## config.mk

```make
export PLATFORM = sky130hd
export DESIGN_NAME = lsu_trigger_ctl
export DESIGN_NICKNAME = d
export VERILOG_FILES = /design/src/rtl/swerv_types_pkg.sv /design/src/rtl/lsu_trigger_chain.sv /design/src/rtl/lsu_trigger_ctl.sv
export SDC_FILE = /design/constraint.sdc
export NUM_CORES = 1
export LEC_CHECK = 0
export CAP_MARGIN = 20
export CORE_ASPECT_RATIO = 0.75
export CORE_MARGIN = 2
export CORE_UTILIZATION = 45
export DETAILED_ROUTE_END_ITERATION = 10
export GPL_TIMING_DRIVEN = 0
export PLACE_DENSITY = 0.84
export SLEW_MARGIN = 20
export SYNTH_ARGS = -nofsm -noshare
export SYNTH_HDL_FRONTEND = slang
export SYNTH_SLANG_ARGS = --single-unit
```

## constraint.sdc

```tcl
create_clock -name clk -period 4 [get_ports clk]
set_input_delay 0.4 -clock clk [delete_from_list [all_inputs] [get_ports clk]]
set_output_delay 0.4 -clock clk [all_outputs]
set_load 0.1 [all_outputs]
```

## src/rtl/swerv_types_pkg.sv

```systemverilog
// Shared trigger types, CSR addresses, mcontrol field positions and helpers.
// TRIGGER_HITCNT_EN (optional) enables per-trigger hit counters at CSR 0x7C8.
package swerv_types_pkg;

    localparam int NUM_TRIG = 4;
    localparam int TSEL_W   = 2;

    localparam logic [11:0] CSR_TSELECT = 12'h7A0;
    localparam logic [11:0] CSR_TDATA1  = 12'h7A1;
    localparam logic [11:0] CSR_TDATA2  = 12'h7A2;
    localparam logic [11:0] CSR_HITCNT  = 12'h7C8;

    localparam logic [31:0] TDATA1_RST = 32'h23E0_0000;

    localparam int MC_DMODE     = 27;
    localparam int MC_HIT       = 20;
    localparam int MC_SELECT    = 19;
    localparam int MC_ACTION_HI = 15;
    localparam int MC_ACTION_LO = 12;
    localparam int MC_CHAIN     = 11;
    localparam int MC_MATCH_HI  = 10;
    localparam int MC_MATCH_LO  = 7;
    localparam int MC_M         = 6;
    localparam int MC_EXEC      = 2;
    localparam int MC_STORE     = 1;
    localparam int MC_LOAD      = 0;

    typedef struct packed {
        logic        select;
        logic        match;
        logic        store;
        logic        load;
        logic        execute;
        logic        m;
        logic [31:0] tdata2;
    } trigger_pkt_t;

    // Only the legal encodings are stored: match and action collapse to one bit each.
    typedef struct packed {
        logic dmode;
        logic hit;
        logic select;
        logic action;
        logic chain;
        logic match;
        logic m;
        logic execute;
        logic store;
        logic load;
    } mcontrol_t;

    function automatic logic [31:0] mc_pack(input mcontrol_t mc);
        logic [31:0] v;
        v               = TDATA1_RST;
        v[MC_DMODE]     = mc.dmode;
        v[MC_HIT]       = mc.hit;
        v[MC_SELECT]    = mc.select;
        v[MC_ACTION_LO] = mc.action;
        v[MC_CHAIN]     = mc.chain;
        v[MC_MATCH_LO]  = mc.match;
        v[MC_M]         = mc.m;
        v[MC_EXEC]      = mc.execute;
        v[MC_STORE]     = mc.store;
        v[MC_LOAD]      = mc.load;
        return v;
    endfunction

    function automatic mcontrol_t mc_legalize(input mcontrol_t raw, input logic old_dmode,
                                              input logic dbg, input logic odd);
        mcontrol_t mc;
        mc        = raw;
        mc.dmode  = dbg ? raw.dmode : old_dmode;
        mc.action = raw.action & mc.dmode;
        mc.chain  = raw.chain & ~odd;
        return mc;
    endfunction

endpackage

```

## src/rtl/lsu_trigger_chain.sv

```systemverilog
// Pair qualification of the dc5 match vector: a chained even trigger fires
// together with its odd partner or not at all.
module lsu_trigger_chain
    import swerv_types_pkg::*;
(
    input  logic [NUM_TRIG-1:0] match_dc5,
    input  logic [NUM_TRIG-1:0] chain,
    output logic [NUM_TRIG-1:0] qual_dc5
);

    logic [NUM_TRIG/2-1:0] pair_fire_s;
    logic [NUM_TRIG/2-1:0] unused_chain_odd_s;

    for (genvar p = 0; p < NUM_TRIG/2; p++) begin : g_pair
        assign pair_fire_s[p]        = match_dc5[2*p] & match_dc5[2*p+1];
        assign qual_dc5[2*p]         = chain[2*p] ? pair_fire_s[p] : match_dc5[2*p];
        assign qual_dc5[2*p+1]       = chain[2*p] ? pair_fire_s[p] : match_dc5[2*p+1];
        assign unused_chain_odd_s[p] = chain[2*p+1];
    end

endmodule

```

## src/rtl/lsu_trigger_ctl.sv

```systemverilog
// Debug trigger CSRs, LSU trigger packets and the dc3->dc5 trigger hit pipeline.
// Optional hit counters are built when TRIGGER_HITCNT_EN is defined.
module lsu_trigger_ctl
    import swerv_types_pkg::*;
(
    input  logic                               clk,
    input  logic                               rst_l,
    input  logic                               dbg_mode,
    input  logic                               csr_wr_en,
    input  logic [11:0]                        csr_wr_addr,
    input  logic [31:0]                        csr_wr_data,
    input  logic [11:0]                        csr_rd_addr,
    output logic [31:0]                        csr_rd_data,
    output trigger_pkt_t [NUM_TRIG-1:0]        trigger_pkt_any,
    input  logic                               lsu_valid_dc3,
    input  logic [NUM_TRIG-1:0]                lsu_trigger_match_dc3,
    input  logic                               flush_dc4,
    input  logic                               flush_dc5,
    output logic [NUM_TRIG-1:0]                trigger_hit_dc5,
    output logic                               trigger_brk_req,
    output logic                               trigger_dbg_req
);

    logic [TSEL_W-1:0]              tselect_q, tselect_d;
    mcontrol_t [NUM_TRIG-1:0]       tdata1_q, tdata1_d;
    logic [NUM_TRIG-1:0][31:0]      tdata2_q, tdata2_d;
    logic [NUM_TRIG-1:0]            dc4_q, dc4_d;
    logic [NUM_TRIG-1:0]            dc5_q, dc5_d;

    logic                           wr_tsel_s;
    logic                           wr_t1_s;
    logic                           wr_t2_s;
    logic [NUM_TRIG-1:0]            sel_ok_s;
    logic [NUM_TRIG-1:0]            chain_s;
    logic [NUM_TRIG-1:0]            action_s;
    logic [NUM_TRIG-1:0]            qual_dc5_s;
    mcontrol_t                      wr_mc_s;
    logic                           unused_wr_data_s;

    assign wr_tsel_s        = csr_wr_en & (csr_wr_addr == CSR_TSELECT);
    assign wr_t1_s          = csr_wr_en & (csr_wr_addr == CSR_TDATA1);
    assign wr_t2_s          = csr_wr_en & (csr_wr_addr == CSR_TDATA2);
    assign unused_wr_data_s = ^csr_wr_data;

    // Raw write data decoded into mcontrol fields; illegal match/action encodings become 0.
    always_comb begin
        wr_mc_s         = '0;
        wr_mc_s.dmode   = csr_wr_data[MC_DMODE];
        wr_mc_s.hit     = csr_wr_data[MC_HIT];
        wr_mc_s.select  = csr_wr_data[MC_SELECT];
        wr_mc_s.action  = (csr_wr_data[MC_ACTION_HI:MC_ACTION_LO] == 4'd1);
        wr_mc_s.chain   = csr_wr_data[MC_CHAIN];
        wr_mc_s.match   = (csr_wr_data[MC_MATCH_HI:MC_MATCH_LO] == 4'd1);
        wr_mc_s.m       = csr_wr_data[MC_M];
        wr_mc_s.execute = csr_wr_data[MC_EXEC];
        wr_mc_s.store   = csr_wr_data[MC_STORE];
        wr_mc_s.load    = csr_wr_data[MC_LOAD];
    end

    // Per-trigger write select, blocked for debug-owned triggers outside debug mode.
    always_comb begin
        for (int i = 0; i < NUM_TRIG; i++) begin
            sel_ok_s[i] = (tselect_q == TSEL_W'(i)) & ~(tdata1_q[i].dmode & ~dbg_mode);
            chain_s[i]  = tdata1_q[i].chain;
            action_s[i] = tdata1_q[i].action;
        end
    end

    // Next-state for tselect: out-of-range values keep the old selection.
    always_comb begin
        if (wr_tsel_s && (csr_wr_data < 32'(NUM_TRIG))) begin
            tselect_d = csr_wr_data[TSEL_W-1:0];
        end else begin
            tselect_d = tselect_q;
        end
    end

    // Next-state for tdata1/tdata2; a commit hit is OR-ed in after any write so it is never lost.
    always_comb begin
        for (int i = 0; i < NUM_TRIG; i++) begin
            if (wr_t1_s && sel_ok_s[i]) begin
                tdata1_d[i] = mc_legalize(wr_mc_s, tdata1_q[i].dmode, dbg_mode, (i % 2) == 1);
            end else begin
                tdata1_d[i] = tdata1_q[i];
            end
            tdata1_d[i].hit = tdata1_d[i].hit | trigger_hit_dc5[i];
            if (wr_t2_s && sel_ok_s[i]) begin
                tdata2_d[i] = csr_wr_data;
            end else begin
                tdata2_d[i] = tdata2_q[i];
            end
        end
    end

    // Match pipeline next-state.
    always_comb begin
        dc4_d = lsu_valid_dc3 ? lsu_trigger_match_dc3 : {NUM_TRIG{1'b0}};
        dc5_d = flush_dc4 ? {NUM_TRIG{1'b0}} : dc4_q;
    end

    // CSR and pipeline state registers.
    always_ff @(posedge clk or negedge rst_l) begin
        if (!rst_l) begin
            tselect_q <= {TSEL_W{1'b0}};
            tdata1_q  <= '0;
            tdata2_q  <= '0;
            dc4_q     <= {NUM_TRIG{1'b0}};
            dc5_q     <= {NUM_TRIG{1'b0}};
        end else begin
            tselect_q <= tselect_d;
            tdata1_q  <= tdata1_d;
            tdata2_q  <= tdata2_d;
            dc4_q     <= dc4_d;
            dc5_q     <= dc5_d;
        end
    end

    lsu_trigger_chain u_chain (
        .match_dc5 (dc5_q),
        .chain     (chain_s),
        .qual_dc5  (qual_dc5_s)
    );

    // Commit qualification and request generation; debug halt outranks breakpoint.
    always_comb begin
        trigger_hit_dc5 = qual_dc5_s & ~{NUM_TRIG{flush_dc5}};
        trigger_dbg_req = |(trigger_hit_dc5 & action_s);
        trigger_brk_req = (|(trigger_hit_dc5 & ~action_s)) & ~trigger_dbg_req;
    end

    // Matcher packets decoded from the configuration registers.
    always_comb begin
        for (int i = 0; i < NUM_TRIG; i++) begin
            trigger_pkt_any[i].select  = tdata1_q[i].select;
            trigger_pkt_any[i].match   = tdata1_q[i].match;
            trigger_pkt_any[i].store   = tdata1_q[i].store & tdata1_q[i].m;
            trigger_pkt_any[i].load    = tdata1_q[i].load & tdata1_q[i].m;
            trigger_pkt_any[i].execute = tdata1_q[i].execute;
            trigger_pkt_any[i].m       = tdata1_q[i].m;
            trigger_pkt_any[i].tdata2  = tdata2_q[i];
        end
    end

`ifdef TRIGGER_HITCNT_EN
    logic [NUM_TRIG-1:0][15:0] hitcnt_q, hitcnt_d;

    // Saturating hit counters; a CSR write wins over a same-cycle increment.
    always_comb begin
        for (int i = 0; i < NUM_TRIG; i++) begin
            if (csr_wr_en && (csr_wr_addr == CSR_HITCNT) && (tselect_q == TSEL_W'(i))) begin
                hitcnt_d[i] = csr_wr_data[15:0];
            end else if (trigger_hit_dc5[i] && (hitcnt_q[i] != 16'hFFFF)) begin
                hitcnt_d[i] = hitcnt_q[i] + 16'd1;
            end else begin
                hitcnt_d[i] = hitcnt_q[i];
            end
        end
    end

    // Hit counter registers.
    always_ff @(posedge clk or negedge rst_l) begin
        if (!rst_l) begin
            hitcnt_q <= '0;
        end else begin
            hitcnt_q <= hitcnt_d;
        end
    end
`endif

    // CSR read mux.
    always_comb begin
        csr_rd_data = 32'h0;
        case (csr_rd_addr)
            CSR_TSELECT: csr_rd_data = {{(32-TSEL_W){1'b0}}, tselect_q};
            CSR_TDATA1:  csr_rd_data = mc_pack(tdata1_q[tselect_q]);
            CSR_TDATA2:  csr_rd_data = tdata2_q[tselect_q];
`ifdef TRIGGER_HITCNT_EN
            CSR_HITCNT:  csr_rd_data = {16'h0, hitcnt_q[tselect_q]};
`endif
            default:     csr_rd_data = 32'h0;
        endcase
    end

endmodule

```

* After elaboration in Yosys (flattened, before gate mapping) *
Cells that the tools add are included.

word-level totals
  register bits after elaboration = 176
  latch bits = 0
  bits in writable memories = 0
  ROM bits = 0
  bits of input ports = 67
  output and inout port bits = 190
  word-level logic and storage cells = 130
  memories = 0

cells by class
  add/sub/neg operators = 0
  multipliers = 0
  divide/modulo/power cells = 0
  magnitude comparators = 2
  equal/unequal tests = 11
  shift operators = 0
  multiplexer cells = 19
  bitwise gates (word level) = 41
  reduce and logical (&&, ||, !) cells = 12

operator list
  cell                    number
  $pmux W32 S3            1
  $eq A12 B11 Y1 const B  6
  $bmux W32 S2            1
  $mux W9                 4
  $lt A32 B3 Y1 const B   1
  $mux W32                1
  $and A1 B1 Y1           26
  $bmux W10 S2            1
  $and A4 B4 Y4           3
  $mux W10                1
  $logic_and A1 B1 Y1     9
  $eq A4 B1 Y1 const B    2
  $mux W1                 8
  $mux W4                 2
  $not A4 Y4              2
  $reduce_or A4 Y1        2
  $not A1 Y1              6
  $eq A2 B2 Y1 const B    2
  $or A1 B1 Y1            4
  $lt A2 B3 Y1 const B    1
  $eq A2 B1 Y1 const B    1
  $logic_not A2 Y1        1

* Logic depth before layout (Yosys ltp) *
  depth after elaboration = 7
  mapped depth = 5
  depth with buffers taken out = 4

* Cells and area by module *
Synthesis repeated with hierarchy kept, for this count alone.

second synthesis, totals
  cells, all modules = 585
  area, all modules = 8523.2 um2

modules (own cells, without submodules)
  module             times used  cells an instance  area an instance (um2)  sequential area each (um2)
  lsu_trigger_ctl    1           577                8480.6                  4404.2
  lsu_trigger_chain  1           8                  42.5                    0.0

* Worst setup path after synthesis *
OpenSTA, ideal clock, no wires.

  path kind = flip-flop to output port
  from = register tdata1_q (netlist bit chain_s[0])
  to = output trigger_brk_req
  arrival time = 5.181 ns
  data required time = 3.600 ns
  slack = -1.581 ns
  stages on the path, launching flop included = 4
  buffers on the path = 0
  path through = dfrtp_1 a211oi_1 nor4_1 a211oi_1

on the way
  cells in the longest elaborated chain, start to end = 6
  elaborated cells on any way between the ends = 9
  those cells by class = 2 x mux; 5 x bitwise; 2 x reduce/logical

RTL lines
  item                    RTL line                 text
  start, declared         lsu_trigger_ctl.sv:25    mcontrol_t [NUM_TRIG-1:0] tdata1_q, tdata1_d;
  start signal, assigned  lsu_trigger_ctl.sv:111   tdata1_q <= tdata1_d;
  $mux W1 *               lsu_trigger_chain.sv:16  assign qual_dc5[2*p] = chain[2*p] ? pair_fire_s[p] : match_dc5[2*p];
  $and A4 B4 Y4 *         lsu_trigger_ctl.sv:126   trigger_hit_dc5 = qual_dc5_s & ~{NUM_TRIG{flush_dc5}};
  net trigger_hit_dc5[0]  lsu_trigger_ctl.sv:19    output logic [NUM_TRIG-1:0] trigger_hit_dc5,
  $and A4 B4 Y4           lsu_trigger_ctl.sv:127   trigger_dbg_req = |(trigger_hit_dc5 & action_s);
  $reduce_or A4 Y1        lsu_trigger_ctl.sv:127
  $not A1 Y1              lsu_trigger_ctl.sv:128   trigger_brk_req = (|(trigger_hit_dc5 & ~action_s)) & ~trigger_dbg_req;
  $and A1 B1 Y1 *         lsu_trigger_ctl.sv:128
  end, declared           lsu_trigger_ctl.sv:20    output logic trigger_brk_req,

Mark *: on every way through the listed nets, which the timed path passes. The rest lies on a longest branch.

* Worst setup path in the final report *
  from = input csr_rd_addr[4]
  to = output csr_rd_data[23]

on the way
  cells in the longest elaborated chain, start to end = 2
  elaborated cells on any way between the ends = 4
  those cells by class = 3 x eq/ne; 1 x mux

RTL lines
  item             RTL line                text
  start, declared  lsu_trigger_ctl.sv:12   input logic [11:0] csr_rd_addr,
  $eq A12 B11 Y1   lsu_trigger_ctl.sv:173  case (csr_rd_addr)
  $pmux W32 S3 *   lsu_trigger_ctl.sv:173
  end, declared    lsu_trigger_ctl.sv:13   output logic [31:0] csr_rd_data,

Mark *: on every way between the ends. The rest lies on a longest branch, timed or not.

==> flow_summary.yaml <==
routing:
  first_pass_iters: 5
  wl_um: 25800
  viasPerCell: 5.59
  ant_nets: 0
  wl_per_cell_um: 23.1
  drcViolationCount: 0
  first_iter_violations: 350
  vias: 6247
synth:
  yosys-top-cells-area: "dfrtp_1 52%, mux2_2 22%, mux4_2 11%"
  synth-edff-count: 0
  synth_area_mm2: 0.00844
  synth_top_flop_cell: "dfrtp_1"
  synth_top_area_share_pct: 52.2
  syn_nets: 648
  syn-mean-instance-area_um2: 14.5
  yosysTopAreaCell: "dfrtp_1"
  synth_seq_cells: 176
  syn_inst: 581
  yosysWarnings: 0
  synth_cell_types: 43
  synthArstFlopShare_pct: 100
  ys_seq_area_share_pct: 52.2
clock_tree:
  post_cts_buffers: 0
  cts-root-buf: "clkbuf_16"
  clock_latency_ns: 0.44
  cts_buffers: 17
  cts_sinks: 176
  htree_levels: 4
  clockBufferDepth: 2
  clkTransAtPathRegs_ns: 0.06
  cts_tree: "done"
setup_path:
  r2r_start: "tselect_q[1]"
  critPathCaptureType: "primary output"
  cp_slowest_cell: "clkdlybuf4s50_1"
  worstSetupEndpoint: "csr_rd_data[23]"
  worstSetupStartpointType: "primary input"
  path_class: "in -> out"
  reg2reg_slack_ns: 2.04
  r2r_cells: 5
  cp_common_cell: "clkdlybuf4s50_1"
  cp_max_fo: 10
  worstPathRequired_ns: 3.60
  reg2reg_to: "trigger_pkt_any[101]"
  worstPathArrival_ns: 3.53
  crit_chain: "clkdlybuf4s50_1, or4b_4, nor4_4, buf_2, nand3_1, nand2_1, clkdlybuf4s50_1"
  startpoint: "csr_rd_addr[4]"
  cp_slowest_stage_delay_ns: 1.13
sta:
  worstMarginPinSlew_ns: 1.06
  setup_violations: 0
  maxSlewHeadroom_pct: 29.4
  fin_ws_ns: 0.0664
  fin_crit_sh_pct: 98.3
  skew_ns: 0.00951
  fmax_mhz: 254
  hold_viol: 0
  setup_tns_ns: 0
  period_needed_ns: 3.93
  slew_viol_final: 0
place:
  place.gp.congestion: 0.853
  postPlaceCellArea_mm2: 0.0114
  portBuffers: 256
  post-dp-hpwl_um: 18900
  post-place-ws_ns: -0.119
  dp.cells: 1085
global_route:
  grt_pass1_wl_um: 38000
  grt.total_usage_pct: 26.2
  grt_pass1_vias: 6232
  antenna_found_initial: 0
  grt_overflow: 0
  grt_max_degree: 91
pwr:
  p_leak_uw: 0.00579
  power_uw: 3600
  vdd_drop_max_v: 0.000213
  powerDensity_mw_per_mm2: 301
floorplanning:
  fp.dieW_um: 162
  die_h_um: 123
  die_area_mm2: 0.0199
  coreArea_mm2: 0.0185
  io_pins: 257
  rows: 43
  initial_utilization_pct: 45.7
cells_and_area:
  n_antenna_cell: 0
  synthToLayoutAreaGrowth_pct: 41.9
  fin_cells: 1118
  layout-drive-gt1-share_pct: 34.0
  postLayoutCellArea_mm2: 0.0120
  nNetsFinal: 925
flow_run:
  drv_cap: 0
run_status:
  status: "complete, no violations"
hold_path:
  hold_path.class: "reg -> reg"
-- synthesized netlist by cell type, types with 2 or more instances --
cell type  count
dfrtp_1      176
nand3_1       17
buf_1          2
buf_2         15
nor3_2         2
nor2_1         5
and3_1        21
o21ai_2        4
nor3_1         3
nor3_4         2
o21ai_0        6
clkbuf_1       7
mux2i_1        5
and4b_1        2
mux4_2        40
nand4_1        3
a21o_1         3
nand2b_1       3
and3b_1        2
a21boi_0       2
a31o_2         2
nor2b_1        5
inv_1         14
a211oi_1       2
nand2_1        9
nor4_1         7
and2_1        15
a21oi_1        3
nand3b_1       5
buf_4         22
mux2_2       165
-- cells in the final DEF (no fill, tap or decap), types with 4 or more instances in the layout --
| cell type | Yosys | layout |
|---|---|---|
| clkdlybuf4s50_1 | 0 | 230 |
| dfrtp_1 | 176 | 176 |
| mux2_2 | 165 | 165 |
| mux4_2 | 40 | 40 |
| buf_4 | 22 | 22 |
| and3_1 | 21 | 21 |
| dlymetal6s2s_1 | 0 | 18 |
| nand3_1 | 17 | 17 |
| clkbuf_16 | 0 | 17 |
| buf_2 | 15 | 15 |
| and2_1 | 15 | 15 |
| inv_1 | 14 | 14 |
| nand2_1 | 9 | 9 |
| clkbuf_1 | 7 | 7 |
| nor4_1 | 7 | 7 |
| dlygate4sd2_1 | 0 | 7 |
| o21ai_0 | 6 | 6 |
| nor2b_1 | 5 | 5 |
| mux2i_1 | 5 | 5 |
| nand3b_1 | 5 | 5 |
| nor2_1 | 5 | 5 |
| inv_8 | 0 | 5 |
| inv_6 | 0 | 5 |
| o21ai_2 | 4 | 4 |
-- area by class of cell --
cell class                      instances  area [um^2]
Multi-Input combinational cell        343         3700
Timing Repair Buffer                  258         2640
Inverter                               14         52.6
Fill cell                            1385         6490
Sequential cell                       176         4400
Buffer                                 48          290
Tap cell                              247          309
Clock buffer                           17          425
Clock inverter                         15          140
-- metrics by stage --
step,util [%],hold slack [ns]
after floorplan,-,0.104
after CTS,64.6,0.469
after global placement,61.4,0.447
final,64.9,0.462
after detailed placement,61.5,0.451
after global routing,64.9,0.502
-- worst min path at each step --
| stage | slack [ns] | start | cells after the start | to |
|---|---|---|---|---|
| floorplan | 0.10 | rst_l | 0 | action_s[0] |
| global placement | 0.45 | dc4_q[0] | 1 | dc5_q[0] |
| detailed placement | 0.45 | rst_l | 1 | trigger_pkt_any[16] |
| CTS | 0.47 | dc4_q[2] | 1 | dc5_q[2] |
| global route | 0.50 | dc4_q[1] | 1 | dc5_q[1] |
| finish | 0.46 | dc4_q[2] | 1 | dc5_q[2] |
-- cell families (layout without fill, tap and decap cells) --
| group | after synthesis | in the layout | share of synthesized area (%) |
|---|---|---|---|
| AO/OA/AOI/OAI | 26 | 26 | 2.17 |
| buffers and inverters | 62 | 352 | 4.06 |
| multiplexers | 210 | 210 | 33.3 |
| flip-flops | 176 | 176 | 52.2 |
| AND/OR/NAND/NOR | 107 | 107 | 8.28 |
-- critical path, delay by kind of cell --
family / cells / cell delay (ns)
and+or+nand+nor: 4 / 1.24
buffers and inverters: 3 / 1.89
-- per-layer routing --
metal | vias to the layer above | global-route usage [%] | part of all wire (%)
li1 | 2708 | - | -
met1 | 3229 | 35.5 | 42
met2 | 272 | 41.9 | 49
met3 | 38 | 6.89 | 7.1
met4 | 0 | 8.19 | 1.8
met5 | - | 0 | 0
-- power by group --
group / switching [uW] / internal (uW) / leakage, uW
clock: 780 / 827 / 0.000271
sequential: 4.01 / 1790 / 0.00243
combinational: 123 / 82.7 / 0.00308
total: 907 / 2700 / 0.00579
-- registers in the layout, summed over array words and instances (netlist names) --
name	count
action_s	4
chain_s	2
dc4_q	4
dc5_q	4
tdata1_q	16
trigger_pkt_any	144
tselect_q	2
-- timing repair --
action | CTS | global route
hold endpoints to repair | 37 | 0
endpoints found under the setup margin | 7 | 18
hold buffers | 1 | 0
resized for setup | 7 | 18
Note: power is estimated with default switching activity, not from simulation.
